**src/rtl/sound_pkg.sv**
```systemverilog
// Shared types and constants for the sound mixer: FSM state encoding,
// master volume width and the accumulator width helper.
package sound_pkg;

    localparam int MASTER_W = 3;

    typedef enum logic [2:0] {
        S_IDLE   = 3'd0,
        S_ACCUM  = 3'd1,
        S_SCALE  = 3'd2,
        S_FILTER = 3'd3,
        S_DONE   = 3'd4
    } mix_state_e;

    // Width that holds the sum of num_ch unsigned lvl_w-bit levels.
    function automatic int sum_width(input int lvl_w, input int num_ch);
        return lvl_w + $clog2(num_ch);
    endfunction

endpackage

```
**src/rtl/sound_dc_block.sv**
```systemverilog
// Single-side DC blocker: y = x - x_prev + y_prev - (y_prev >>> DC_SHIFT),
// saturated to signed OUT_W. Instantiated by sound_mixer under SOUND_MIXER_DC_BLOCK_EN.
module sound_dc_block
    import sound_pkg::*;
#(
    parameter int OUT_W    = 16,
    parameter int DC_SHIFT = 8
) (
    input  logic             clk,
    input  logic             rst,
    input  logic             upd,
    input  logic [OUT_W-1:0] x_raw,
    output logic [OUT_W-1:0] y
);

    localparam int EXT_W = OUT_W + 3;
    localparam logic signed [EXT_W-1:0] Y_MAX = {{(EXT_W-OUT_W+1){1'b0}}, {(OUT_W-1){1'b1}}};
    localparam logic signed [EXT_W-1:0] Y_MIN = ~Y_MAX;

    logic signed [OUT_W-1:0] x;
    logic signed [OUT_W-1:0] x_prev_q, x_prev_d;
    logic signed [OUT_W-1:0] y_prev_q, y_prev_d;
    logic signed [OUT_W-1:0] y_sat;
    logic signed [EXT_W-1:0] sum;

    always_comb begin
        // Subtracting 2^(OUT_W-1) from an MSB-clear sample is an MSB flip.
        x   = $signed({~x_raw[OUT_W-1], x_raw[OUT_W-2:0]});
        sum = EXT_W'(x) - EXT_W'(x_prev_q) + EXT_W'(y_prev_q) - EXT_W'(y_prev_q >>> DC_SHIFT);
        if (sum > Y_MAX) begin
            y_sat = Y_MAX[OUT_W-1:0];
        end else if (sum < Y_MIN) begin
            y_sat = Y_MIN[OUT_W-1:0];
        end else begin
            y_sat = sum[OUT_W-1:0];
        end
        x_prev_d = x_prev_q;
        y_prev_d = y_prev_q;
        if (upd) begin
            x_prev_d = x;
            y_prev_d = y_sat;
        end
    end

    always_ff @(posedge clk) begin
        if (rst) begin
            x_prev_q <= '0;
            y_prev_q <= '0;
        end else begin
            x_prev_q <= x_prev_d;
            y_prev_q <= y_prev_d;
        end
    end

    assign y = y_sat;

endmodule

```
**src/rtl/sound_mixer.sv**
```systemverilog
// sound_mixer: time-multiplexed NUM_CH-channel mixer with per-channel L/R routing
// and per-side master volume. Define SOUND_MIXER_DC_BLOCK_EN to add a DC-blocking pass.
module sound_mixer
    import sound_pkg::*;
#(
    parameter int NUM_CH   = 4,
    parameter int LVL_W    = 4,
    parameter int OUT_W    = 16,
    parameter int DC_SHIFT = 8
) (
    input  logic                    clk,
    input  logic                    rst,
    input  logic                    sample_tick,
    input  logic [NUM_CH*LVL_W-1:0] ch_level,
    input  logic [NUM_CH-1:0]       ch_left_en,
    input  logic [NUM_CH-1:0]       ch_right_en,
    input  logic [MASTER_W-1:0]     master_left,
    input  logic [MASTER_W-1:0]     master_right,
    input  logic                    master_enable,
    output logic [OUT_W-1:0]        left,
    output logic [OUT_W-1:0]        right,
    output logic                    out_valid,
    output logic                    busy,
    output logic                    overrun
);

    localparam int SUM_W    = sum_width(LVL_W, NUM_CH);
    localparam int PROD_W   = SUM_W + MASTER_W;
    localparam int GAIN_W   = MASTER_W + 1;
    localparam int IDX_W    = (NUM_CH > 1) ? $clog2(NUM_CH) : 1;
    localparam int ALIGN_SH = OUT_W - 1 - PROD_W;
    localparam logic [IDX_W-1:0] LAST_IDX = IDX_W'(NUM_CH - 1);

    mix_state_e state_q, state_d;

    logic [IDX_W-1:0]        idx_q, idx_d;
    logic [SUM_W-1:0]        acc_l_q, acc_l_d, acc_r_q, acc_r_d;
    logic [NUM_CH*LVL_W-1:0] snap_level_q, snap_level_d;
    logic [NUM_CH-1:0]       snap_len_q, snap_len_d, snap_ren_q, snap_ren_d;
    logic [MASTER_W-1:0]     snap_ml_q, snap_ml_d, snap_mr_q, snap_mr_d;
    logic [OUT_W-1:0]        left_q, left_d, right_q, right_d;
    logic                    overrun_q, overrun_d;

    logic [LVL_W-1:0]  cur_level;
    logic [GAIN_W-1:0] gain_l, gain_r;
    logic [PROD_W-1:0] prod_l, prod_r;
    logic [OUT_W-1:0]  aligned_l, aligned_r;
    logic              start;

    assign start     = (state_q == S_IDLE) && sample_tick && master_enable;
    assign cur_level = snap_level_q[int'(idx_q)*LVL_W +: LVL_W];
    assign gain_l    = GAIN_W'(snap_ml_q) + GAIN_W'(1);
    assign gain_r    = GAIN_W'(snap_mr_q) + GAIN_W'(1);
    assign prod_l    = PROD_W'(acc_l_q) * PROD_W'(gain_l);
    assign prod_r    = PROD_W'(acc_r_q) * PROD_W'(gain_r);
    // Left-align under a zero sign bit so the sample stays non-negative.
    assign aligned_l = OUT_W'(prod_l) << ALIGN_SH;
    assign aligned_r = OUT_W'(prod_r) << ALIGN_SH;

`ifdef SOUND_MIXER_DC_BLOCK_EN
    logic [OUT_W-1:0] raw_l_q, raw_l_d, raw_r_q, raw_r_d;
    logic [OUT_W-1:0] filt_l, filt_r;
    logic             hist_upd;

    assign hist_upd = (state_q == S_FILTER) && master_enable;

    sound_dc_block #(.OUT_W(OUT_W), .DC_SHIFT(DC_SHIFT)) u_dc_left (
        .clk(clk), .rst(rst), .upd(hist_upd), .x_raw(raw_l_q), .y(filt_l)
    );
    sound_dc_block #(.OUT_W(OUT_W), .DC_SHIFT(DC_SHIFT)) u_dc_right (
        .clk(clk), .rst(rst), .upd(hist_upd), .x_raw(raw_r_q), .y(filt_r)
    );

    always_comb begin
        raw_l_d = raw_l_q;
        raw_r_d = raw_r_q;
        if (state_q == S_SCALE) begin
            raw_l_d = aligned_l;
            raw_r_d = aligned_r;
        end
    end

    always_ff @(posedge clk) begin
        if (rst) begin
            raw_l_q <= '0;
            raw_r_q <= '0;
        end else begin
            raw_l_q <= raw_l_d;
            raw_r_q <= raw_r_d;
        end
    end
`else
    logic unused_dc_shift;
    assign unused_dc_shift = (DC_SHIFT != 0);
`endif

    // Next-state logic; a disabled sound unit always falls back to IDLE.
    always_comb begin
        state_d = state_q;
        if (!master_enable) begin
            state_d = S_IDLE;
        end else begin
            case (state_q)
                S_IDLE:   if (sample_tick) state_d = S_ACCUM;
                S_ACCUM:  if (idx_q == LAST_IDX) state_d = S_SCALE;
`ifdef SOUND_MIXER_DC_BLOCK_EN
                S_SCALE:  state_d = S_FILTER;
                S_FILTER: state_d = S_DONE;
`else
                S_SCALE:  state_d = S_DONE;
`endif
                S_DONE:   state_d = S_IDLE;
                default:  state_d = S_IDLE;
            endcase
        end
    end

    always_comb begin
        idx_d        = idx_q;
        acc_l_d      = acc_l_q;
        acc_r_d      = acc_r_q;
        snap_level_d = snap_level_q;
        snap_len_d   = snap_len_q;
        snap_ren_d   = snap_ren_q;
        snap_ml_d    = snap_ml_q;
        snap_mr_d    = snap_mr_q;
        left_d       = left_q;
        right_d      = right_q;
        overrun_d    = overrun_q | (sample_tick && busy);
        case (state_q)
            S_IDLE: begin
                if (start) begin
                    snap_level_d = ch_level;
                    snap_len_d   = ch_left_en;
                    snap_ren_d   = ch_right_en;
                    snap_ml_d    = master_left;
                    snap_mr_d    = master_right;
                    acc_l_d      = '0;
                    acc_r_d      = '0;
                    idx_d        = '0;
                end
            end
            S_ACCUM: begin
                if (snap_len_q[idx_q]) acc_l_d = acc_l_q + SUM_W'(cur_level);
                if (snap_ren_q[idx_q]) acc_r_d = acc_r_q + SUM_W'(cur_level);
                idx_d = (idx_q == LAST_IDX) ? '0 : idx_q + IDX_W'(1);
            end
            S_SCALE: begin
`ifdef SOUND_MIXER_DC_BLOCK_EN
                // Raw samples are captured for the filter pass instead.
`else
                left_d  = aligned_l;
                right_d = aligned_r;
`endif
            end
`ifdef SOUND_MIXER_DC_BLOCK_EN
            S_FILTER: begin
                left_d  = filt_l;
                right_d = filt_r;
            end
`endif
            default: ;
        endcase
        if (!master_enable) begin
            left_d  = '0;
            right_d = '0;
        end
    end

    always_ff @(posedge clk) begin
        if (rst) begin
            state_q <= S_IDLE;
        end else begin
            state_q <= state_d;
        end
    end

    always_ff @(posedge clk) begin
        if (rst) begin
            idx_q        <= '0;
            acc_l_q      <= '0;
            acc_r_q      <= '0;
            snap_level_q <= '0;
            snap_len_q   <= '0;
            snap_ren_q   <= '0;
            snap_ml_q    <= '0;
            snap_mr_q    <= '0;
            left_q       <= '0;
            right_q      <= '0;
            overrun_q    <= 1'b0;
        end else begin
            idx_q        <= idx_d;
            acc_l_q      <= acc_l_d;
            acc_r_q      <= acc_r_d;
            snap_level_q <= snap_level_d;
            snap_len_q   <= snap_len_d;
            snap_ren_q   <= snap_ren_d;
            snap_ml_q    <= snap_ml_d;
            snap_mr_q    <= snap_mr_d;
            left_q       <= left_d;
            right_q      <= right_d;
            overrun_q    <= overrun_d;
        end
    end

    always_comb begin
        out_valid = (state_q == S_DONE);
        busy      = (state_q != S_IDLE);
    end

    assign left    = left_q;
    assign right   = right_q;
    assign overrun = overrun_q;

endmodule

```
**config.mk**
```make
export PLATFORM = sky130hd
export DESIGN_NAME = sound_mixer
export DESIGN_NICKNAME = d
export VERILOG_FILES = /design/src/rtl/sound_pkg.sv /design/src/rtl/sound_dc_block.sv /design/src/rtl/sound_mixer.sv
export SDC_FILE = /design/constraint.sdc
export NUM_CORES = 1
export LEC_CHECK = 0
export CAP_MARGIN = 20
export CORE_AREA = 3 3 107 109
export DETAILED_ROUTE_END_ITERATION = 10
export DIE_AREA = 0 0 110 112
export DONT_BUFFER_PORTS = 1
export PLACE_DENSITY = 0.64
export SETUP_SLACK_MARGIN = 0.15
export SYNTH_ARGS = -nofsm -noshare
export SYNTH_HDL_FRONTEND = slang
export SYNTH_SLANG_ARGS = --single-unit
export TNS_END_PERCENT = 5
```
**constraint.sdc**
```tcl
create_clock -name clk -period 8.8 [get_ports clk]
set_input_delay 1.32 -clock clk [delete_from_list [all_inputs] [get_ports clk]]
set_output_delay 1.32 -clock clk [all_outputs]
set_load 0.03 [all_outputs]
```
==> Word-level counts from Yosys, hierarchy flattened <==
Cells that the tools add are included.
{ "word_totals": {"regBits": 66, "word_cells": 59, "inputBits": 34} }
{ "op_classes": {"n_addsub": 5, "bitwise": 2, "shifts": 1, "n_mux": 15, "n_reduce_logical": 12, "mul": 2, "magnitude_cmp": 1, "n_eq_ne": 9} }
{ "op_table": {"columns": ["operator", "n"], "rows": [
  ["6-bit one-hot mux with 2 select lines", 2],
  ["6-bit by 4-bit multiplier with 9-bit output", 2],
  ["6-bit two-way mux", 3],
  ["16-bit by 5-bit variable part select with 4-bit output", 1],
  ["6-bit by 4-bit adder with 6-bit output", 2],
  ["2-bit != test (second input constant)", 5],
  ["3-bit one-hot mux with 3 select lines", 1],
  ["3-bit by 1-bit adder with 4-bit output (second input constant)", 2],
  ["3-bit two-way mux", 2],
  ["2-bit AND reduction", 3],
  ["3-bit AND reduction", 2],
  ["1-bit binary-select mux with 2-bit select", 2],
  ["2-bit two-way mux", 2],
  ["2-bit one-hot mux with 2 select lines", 1],
  ["3-bit by 1-bit == test with 1-bit output (second input constant)", 1],
  ["3-bit by 2-bit == test with 1-bit output (second input constant)", 1],
  ["3-bit == test (second input constant)", 1],
  ["1-bit logical AND", 3],
  ["3-bit logical NOT", 1],
  ["2-bit by 3-bit < comparator with 1-bit output (second input constant)", 1],
  ["3-bit nonzero test", 1],
  ["2-bit by 1-bit adder with 2-bit output (second input constant)", 1],
  ["2-bit == test (second input constant)", 1],
  ["1-bit two-way mux", 2],
  ["other kinds (4)", 4]
]} }

==> Depth between registers and ports, before layout <==
Gate-level depths: netlist (run 1).
{ "depth": {"ltp_word": 5, "ltp_mapped": 13, "depth_no_buf": 13} }

==> Least setup slack after synthesis (run 1) <==
Ideal clock, no wire load.
{ "synth_timing": {"path_kind": "register to register", "start": "reg snap_mr_q[0]", "end": "reg right_q[13] (netlist: right[13])", "arrival_time_ps": 3110, "slack_ps": 5570, "required_time_ps": 8680, "setup_time_ps": 120, "path_stages_with_launch": 13, "cell_sequence": "dfxtp_1 -> ha_1 -> xor2_1 -> nand2_1 -> fa_1 -> fa_1 -> inv_1 -> ha_1 -> a21oi_1 -> nor2b_1 -> o31ai_1 -> nor4_1 -> a211o_1"} }
{ "synth_via": {"elab_chain_len": 2} }
{ "synth_lines": {"columns": ["element", "line", "source"], "rows": [
  ["start: declaration", "sound_mixer.sv:40", "logic [MASTER_W-1:0] snap_ml_q, snap_ml_d, snap_mr_q, snap_mr_d;"],
  ["start signal: assignment", "sound_mixer.sv:199", "snap_mr_q <= snap_mr_d;"],
  ["3-bit by 1-bit adder with 4-bit output", "sound_mixer.sv:53", "assign gain_r = GAIN_W'(snap_mr_q) + GAIN_W'(1);"],
  ["6-bit by 4-bit multiplier with 9-bit output", "sound_mixer.sv:55", "assign prod_r = PROD_W'(acc_r_q) * PROD_W'(gain_r);"],
  ["end signal: assignment", "sound_mixer.sv:201", "right_q <= right_d;"],
  ["end: declaration", "sound_mixer.sv:41", "logic [OUT_W-1:0] left_q, left_d, right_q, right_d;"]
]} }
No other way between the ends.
A chain may end at the register's enable or synchronous reset.

==> Worst setup path in the final report (run 1) <==
{ "layout_timing": {"start": "reg snap_ml_q[0]", "end": "reg left_q[13] (netlist: left[13])"} }
{ "layout_via": {"elab_chain_len": 2} }
{ "layout_lines": {"columns": ["element", "line", "source"], "rows": [
  ["start: declaration", "sound_mixer.sv:40", null],
  ["start signal: assignment", "sound_mixer.sv:198", "snap_ml_q <= snap_ml_d;"],
  ["3-bit by 1-bit adder with 4-bit output", "sound_mixer.sv:52", "assign gain_l = GAIN_W'(snap_ml_q) + GAIN_W'(1);"],
  ["6-bit by 4-bit multiplier with 9-bit output", "sound_mixer.sv:54", "assign prod_l = PROD_W'(acc_l_q) * PROD_W'(gain_l);"],
  ["end signal: assignment", "sound_mixer.sv:200", "left_q <= left_d;"],
  ["end: declaration", "sound_mixer.sv:41", null]
]} }
No other way between the ends.

==> flow_summary.json, run 1 <==
{
  "antenna_found_initial": 0,
  "die_x_microns": 110,
  "period_share_pct": 40.2,
  "grt_pass1_vias": 3165,
  "critPathRequiredTime_ns": 9.05,
  "die-area_sq_um": 12300,
  "min_path_cells": 2,
  "vias": 3258,
  "area.growth.synth_to_final_pct": 6.14,
  "grt_max_degree": 45,
  "viasPerCell": 5.14,
  "worst_slew_pin_slew_ns": 1.03,
  "insertion_delay_ns": 0.36,
  "outcome": "finished, final reports clean",
  "regToRegSetupSlack_ns": 5.26,
  "grt_use_total_pct": 15.9,
  "finalSetupViolations": 0,
  "hold_path.class": "reg2reg",
  "ctsLongestPathBuffers": 2,
  "post_cts_buffers": 0,
  "relSlewSlack_pct": 30.5,
  "antenna_cells": 0,
  "clk_pin_slew_ns": 0.07,
  "setup_tns_ns": 0,
  "synth_ff_type": "dfxtp_1",
  "use_met2_pct": 24.5,
  "path_cells": "ha_1, xor2_1, nand2_1, fa_1, fa_1, inv_1, ha_1, a21oi_1, nor2b_1, o31ai_1, nor4_1, a211o_1",
  "nNetsFinal": 576,
  "synth.avg_cell_area_sq_um": 8.46,
  "drtIter0Drc": 134,
  "wl_per_cell_microns": 14.6,
  "final_antenna_net_count": 0,
  "io_pins": 69,
  "port-buffer-count": 0,
  "path_class": "reg2reg",
  "synth_cells": 496,
  "slowest_delay_ns": 0.60,
  "start_util_pct": 39.2,
  "dp_hpwl_microns": 7070,
  "cp.buffers_inverters": 1,
  "crit_arrival_ns": 3.79,
  "first_pass_iters": 4,
  "slew_viol_final": 0,
  "place_ws_ns": 5.24,
  "rr_worst_depth": 12,
  "grt-busiest-layer": "met2",
  "leakagePower_nw": 1.91,
  "drc": 0,
  "finalClockSkew_ns": 0.00944,
  "timing.final.ws_setup_ns": 5.26,
  "syn-cell-area_sq_um": 4200,
  "numCtsBuffers": 9,
  "globalRouteOverflowTotal": 0,
  "peakVddDrop_mv": 0.109,
  "cts_tree": "yes",
  "cp_slowest_cell": "fa_1",
  "crit_family": "adder cells",
  "p_per_area_nw_per_um2": 136,
  "hold_viol": 0,
  "endpoint_kind": "register",
  "die_h_microns": 112,
  "clock_sinks": 66,
  "gp_congestion": 0.821,
  "synth_seq_cells": 66,
  "clockRootBuffer": "clkbuf_8",
  "hold_buffers": 0,
  "drt-total-wl_microns": 9290,
  "use_met3_pct": 7.65,
  "fmax_mhz": 283,
  "maxCapViolCount": 0,
  "ys_types": 43,
  "core_area_sq_um": 10700,
  "async_flop_share_pct": 0,
  "ys_warn_count": 0,
  "worstPathMaxFanout": 10,
  "rows": 38,
  "synth-edff-count": 0,
  "drive_gt1_share_pct": 5.87,
  "cts_resized": 0,
  "ys_seq_area_share_pct": 31.5,
  "h-tree-depth": 3,
  "crit_path_start_kind": "register",
  "rsz0062_at_grt": "false",
  "gr-usage-met1_pct": 20.5,
  "grt_pass1_wl_microns": 15300,
  "period_minus_slack_ns": 3.54,
  "worstSetupPathDepth": 12,
  "holdWs_ns": 0.449
}
-- tightest hold or removal path: stages, from the launching register on --
cell and delay [ns]:
dfxtp_1 0.31, nand2_1 0.05, a21oi_1 0.05
-- area by class of cell --
type	instances	area (sq um)
Clock buffer	11	131
Fill cell	1084	6240
Timing Repair Buffer	3	42.5
Sequential cell	66	1320
Tap cell	140	175
Multi-Input combinational cell	379	2620
Clock inverter	5	55.1
Inverter	30	113
-- path summary, 6_finish.rpt --
kind,startpoint,end
min,snap_ren_q[1],snap_ren_q[1]
max reg2reg,snap_ml_q[0],left[13]
max,snap_ml_q[0],left[13]
min reg2reg,snap_ren_q[1],snap_ren_q[1]
-- synth_stat cells (2+ instances only) --
cell type | number | area (sq um)
xor2_1 | 6 | 52.6
nor4_1 | 4 | 25.0
inv_1 | 30 | 113
and2_1 | 19 | 119
a21oi_1 | 51 | 255
buf_2 | 6 | 30.0
a41o_1 | 2 | 20.0
o31ai_1 | 2 | 15.0
a211o_1 | 2 | 17.5
nor2_1 | 27 | 101
or2_2 | 2 | 12.5
fa_1 | 18 | 360
xnor2_1 | 6 | 52.6
nand3b_1 | 2 | 15.0
a22oi_1 | 8 | 60.1
o22ai_1 | 2 | 12.5
or3_1 | 4 | 25.0
nor2b_1 | 10 | 62.6
o21ai_0 | 12 | 60.1
ha_1 | 35 | 438
nand3_1 | 7 | 35.0
a211oi_1 | 8 | 60.1
o211ai_1 | 2 | 15.0
o21a_1 | 2 | 15.0
nor3_1 | 2 | 10.0
and3_1 | 8 | 50.1
nand2b_1 | 8 | 50.1
dfxtp_1 | 66 | 1320
nand2_1 | 96 | 360
buf_4 | 16 | 120
clkbuf_1 | 11 | 41.3
a21o_1 | 4 | 30.0
o31a_1 | 2 | 17.5
nand4_1 | 2 | 12.5
mux4_2 | 6 | 135
-- cell usage in the layout, fill, tap and decap left out, types with 10 or more instances in the layout --
cell     instances
nor2_1          27
nor2b_1         10
fa_1            18
dfxtp_1         66
and2_1          19
ha_1            35
o21ai_0         12
nand2_1         96
conb_1          14
a21oi_1         51
inv_1           30
-- metrics by stage --
stage	instance area, sq um	util [%]	instances	total power [W]
6_report	4450	41.6	634	0.000608
5_1_grt	4450	41.6	634	0.000632
4_1_cts	4430	41.4	633	0.000612
3_5_place_dp	4240	39.6	617	0.000362
3_3_place_gp	4240	39.6	617	0.000360
2_1_floorplan	4250	-	509	0.000361
-- per-layer routing --
layer  up-vias  routed length, microns  part of all wire, %
met3        12                     758                  8.2
met4         0                     107                  1.2
li1       1637                       -                    -
met5         -                       0                    0
met1      1526                    4230                   46
met2        83                    4190                   45
-- sequential cells by signal, indices dropped and copies added (netlist names) --
| register | count |
|---|---|
| right | 9 |
| left | 9 |
| snap_ml_q | 3 |
| snap_ren_q | 4 |
| acc_l_q | 6 |
| snap_level_q | 16 |
| snap_len_q | 4 |
| acc_r_q | 6 |
| snap_mr_q | 3 |
| state_q | 3 |
| overrun | 1 |
| idx_q | 2 |
-- power breakdown --
group,switching [W],internal (W),total [W]
combinational,0.0000297,0.0000144,0.0000441
sequential,0.00000660,0.000306,0.000312
clock,0.000121,0.000130,0.000251
total,0.000158,0.000450,0.000608
-- cells by family (layout without fill, tap and decap cells) --
family                     count (synthesis)  count (layout)  share of synthesized area (%)
AOI/OAI and AO/OA                        100             100                           14.6
xor gates and xnor gates                  12              12                           2.50
adders and majority gates                 53              53                           19.0
buffers and inverters                     64              49                           7.33
DFF                                       66              66                           31.5
muxes                                      6               6                           3.22
other                                      1              14                         0.0894
and+or+nand+nor                          194             194                           21.7
No activity file was read; power rests on OpenSTA's default activity.
==> inputs of run 2 (changes only) <==
PLACE_DENSITY = 0.66   (was 0.64)
clock period = 3.2 ns   (was 8.8 ns; I/O delays follow)
==> flow_summary.json, run 2 (synthesis gave the netlist of run 1 again) <==
{
  "vias": 3320,
  "worst_slew_pin_slew_ns": 0.888,
  "viasPerCell": 5.13,
  "wl_met2_microns": 4160,
  "port-buffer-count": 0,
  "rows": 38,
  "hold_viol": 0,
  "clockRootBuffer": "clkbuf_8",
  "highest_layer": "met4",
  "gp_congestion": 0.817,
  "relSlewSlack_pct": 40.7,
  "drc": 0,
  "p_total_w": 0.00177,
  "peakVddDrop_mv": 0.226,
  "cp.buffers_inverters": 2,
  "globalRouteOverflowTotal": 0,
  "finalClockSkew_ns": 0.0102,
  "p_per_area_nw_per_um2": 370,
  "dp_hpwl_microns": 7030,
  "grt_max_degree": 45,
  "area.growth.synth_to_final_pct": 14.1,
  "final_antenna_net_count": 0,
  "slowest_delay_ns": 0.60,
  "path_cells": "ha_4, xor2_4, buf_6, and2_4, fa_1, fa_1, ha_4, o21a_1, buf_4, o31ai_2, nor4_1, a211o_1",
  "crit_arrival_ns": 3.31,
  "insertion_delay_ns": 0.35,
  "cts_tree": "yes",
  "worstPathMaxFanout": 4,
  "crit_family": "adder cells",
  "h-tree-depth": 3,
  "wl_met1_microns": 4450,
  "antenna_cells": 0,
  "grt_pass1_wl_microns": 15400,
  "period_share_pct": 96.0,
  "core_area_sq_um": 10700,
  "ctsLongestPathBuffers": 2,
  "cp_slowest_cell": "fa_1",
  "grt_use_total_pct": 15.8,
  "final_cell_mix": "94 x nand2_1, 60 x dfxtp_1, 50 x a21oi_1",
  "drive_gt1_share_pct": 15.4,
  "hold_path.class": "in2reg",
  "holdWs_ns": 0.191,
  "clk_pin_slew_ns": 0.08,
  "die_x_microns": 110,
  "slew_viol_final": 0,
  "drt-total-wl_microns": 9390,
  "maxCapViolCount": 0,
  "regMostFlops": "snap_level_q",
  "setup_tns_ns": 0,
  "grt_pass1_vias": 3213,
  "route.met3.wl_microns": 654,
  "endpoint_kind": "register",
  "numCtsBuffers": 9,
  "start_util_pct": 39.2,
  "final_common_cell": "nand2_1",
  "rsz0062_at_grt": "true",
  "die_h_microns": 112,
  "io_pins": 69,
  "finalSetupViolations": 0,
  "drtIter0Drc": 207,
  "antenna_found_initial": 0,
  "outcome": "finished, final reports clean",
  "hold_buffers": 0,
  "critPathRequiredTime_ns": 3.44,
  "fmax_mhz": 326,
  "die-area_sq_um": 12300,
  "nNetsFinal": 590,
  "first_pass_iters": 5,
  "leakagePower_nw": 1.98,
  "largest_register_ffs": 16,
  "period_minus_slack_ns": 3.07,
  "wl_per_cell_microns": 14.5,
  "crit_path_start_kind": "register",
  "path_class": "reg2reg",
  "clock_sinks": 66
}
==> run 2: cell count changes in the layout (fill, tap and decap cells not counted), moves of 3 or more <==
cell     delta
ha_1        -7
and2_4      +3
buf_4      +13
dfxtp_4     +4
and2_1      -3
dfxtp_1     -6
nor2b_1     -3
ha_4        +7
==> run 2: through the flow <==
stage / cells / worst slack, ns / area [sq um] / utilization (%)
after floorplan: 509 / 0.146 / 4310 / -
after global routing: 647 / 0.0184 / 4790 / 44.7
after detailed placement: 627 / 0.00658 / 4380 / 41.0
after CTS: 644 / 0.142 / 4710 / 44.0
final: 647 / 0.129 / 4790 / 44.7
after global placement: 627 / 0.0630 / 4380 / 41.0
==> run 2: area by class of cell <==
cell class              instances  area, sq um
fillers                      1078         5910
multi-input cells             379         2810
flip-flops and latches         66         1340
well taps                     140          175
repair buffers                 17          135
clock buffers                   9          124
inverters                      30          113
clock inverters                 6         91.3
==> run 2: final timing paths <==
check                  startpoint               to  slack (ns)  cells past startpoint
setup reg to reg     snap_ml_q[0]         left[13]        0.13                     12
hold / removal                rst     snap_ml_q[2]        0.19                      1
hold reg to reg   snap_level_q[3]  snap_level_q[3]        0.45                      2
setup / recovery     snap_ml_q[0]         left[13]        0.13                     12
==> run 2: routing by layer <==
layer	up-vias	GRT usage, %
met2	107	23.9
met5	-	0
met1	1538	21.8
met3	13	4.70
met4	0	4.90
li1	1662	-
==> run 2: repair_timing <==
item,CTS,global route
gates resized for setup,20,14
pin swaps,18,24
cloned,0,0
buffers inserted,2,3
endpoints found under the setup margin,6,6
==> run 2: worst register-to-register path, stage by stage (launching register included) <==
cell	delay [ns]
dfxtp_4	0.36
ha_4	0.17
xor2_4	0.16
buf_6	0.12
and2_4	0.15
fa_1	0.47
fa_1	0.60
ha_4	0.22
o21a_1	0.18
buf_4	0.13
o31ai_2	0.06
nor4_1	0.07
a211o_1	0.26
==> run 2: power by group <==
part | switching [W] | internal [W] | total (W)
clock network | 0.000346 | 0.000437 | 0.000783
logic | 0.0000864 | 0.0000466 | 0.000133
registers | 0.0000175 | 0.000839 | 0.000856
total | 0.000449 | 0.00132 | 0.00177
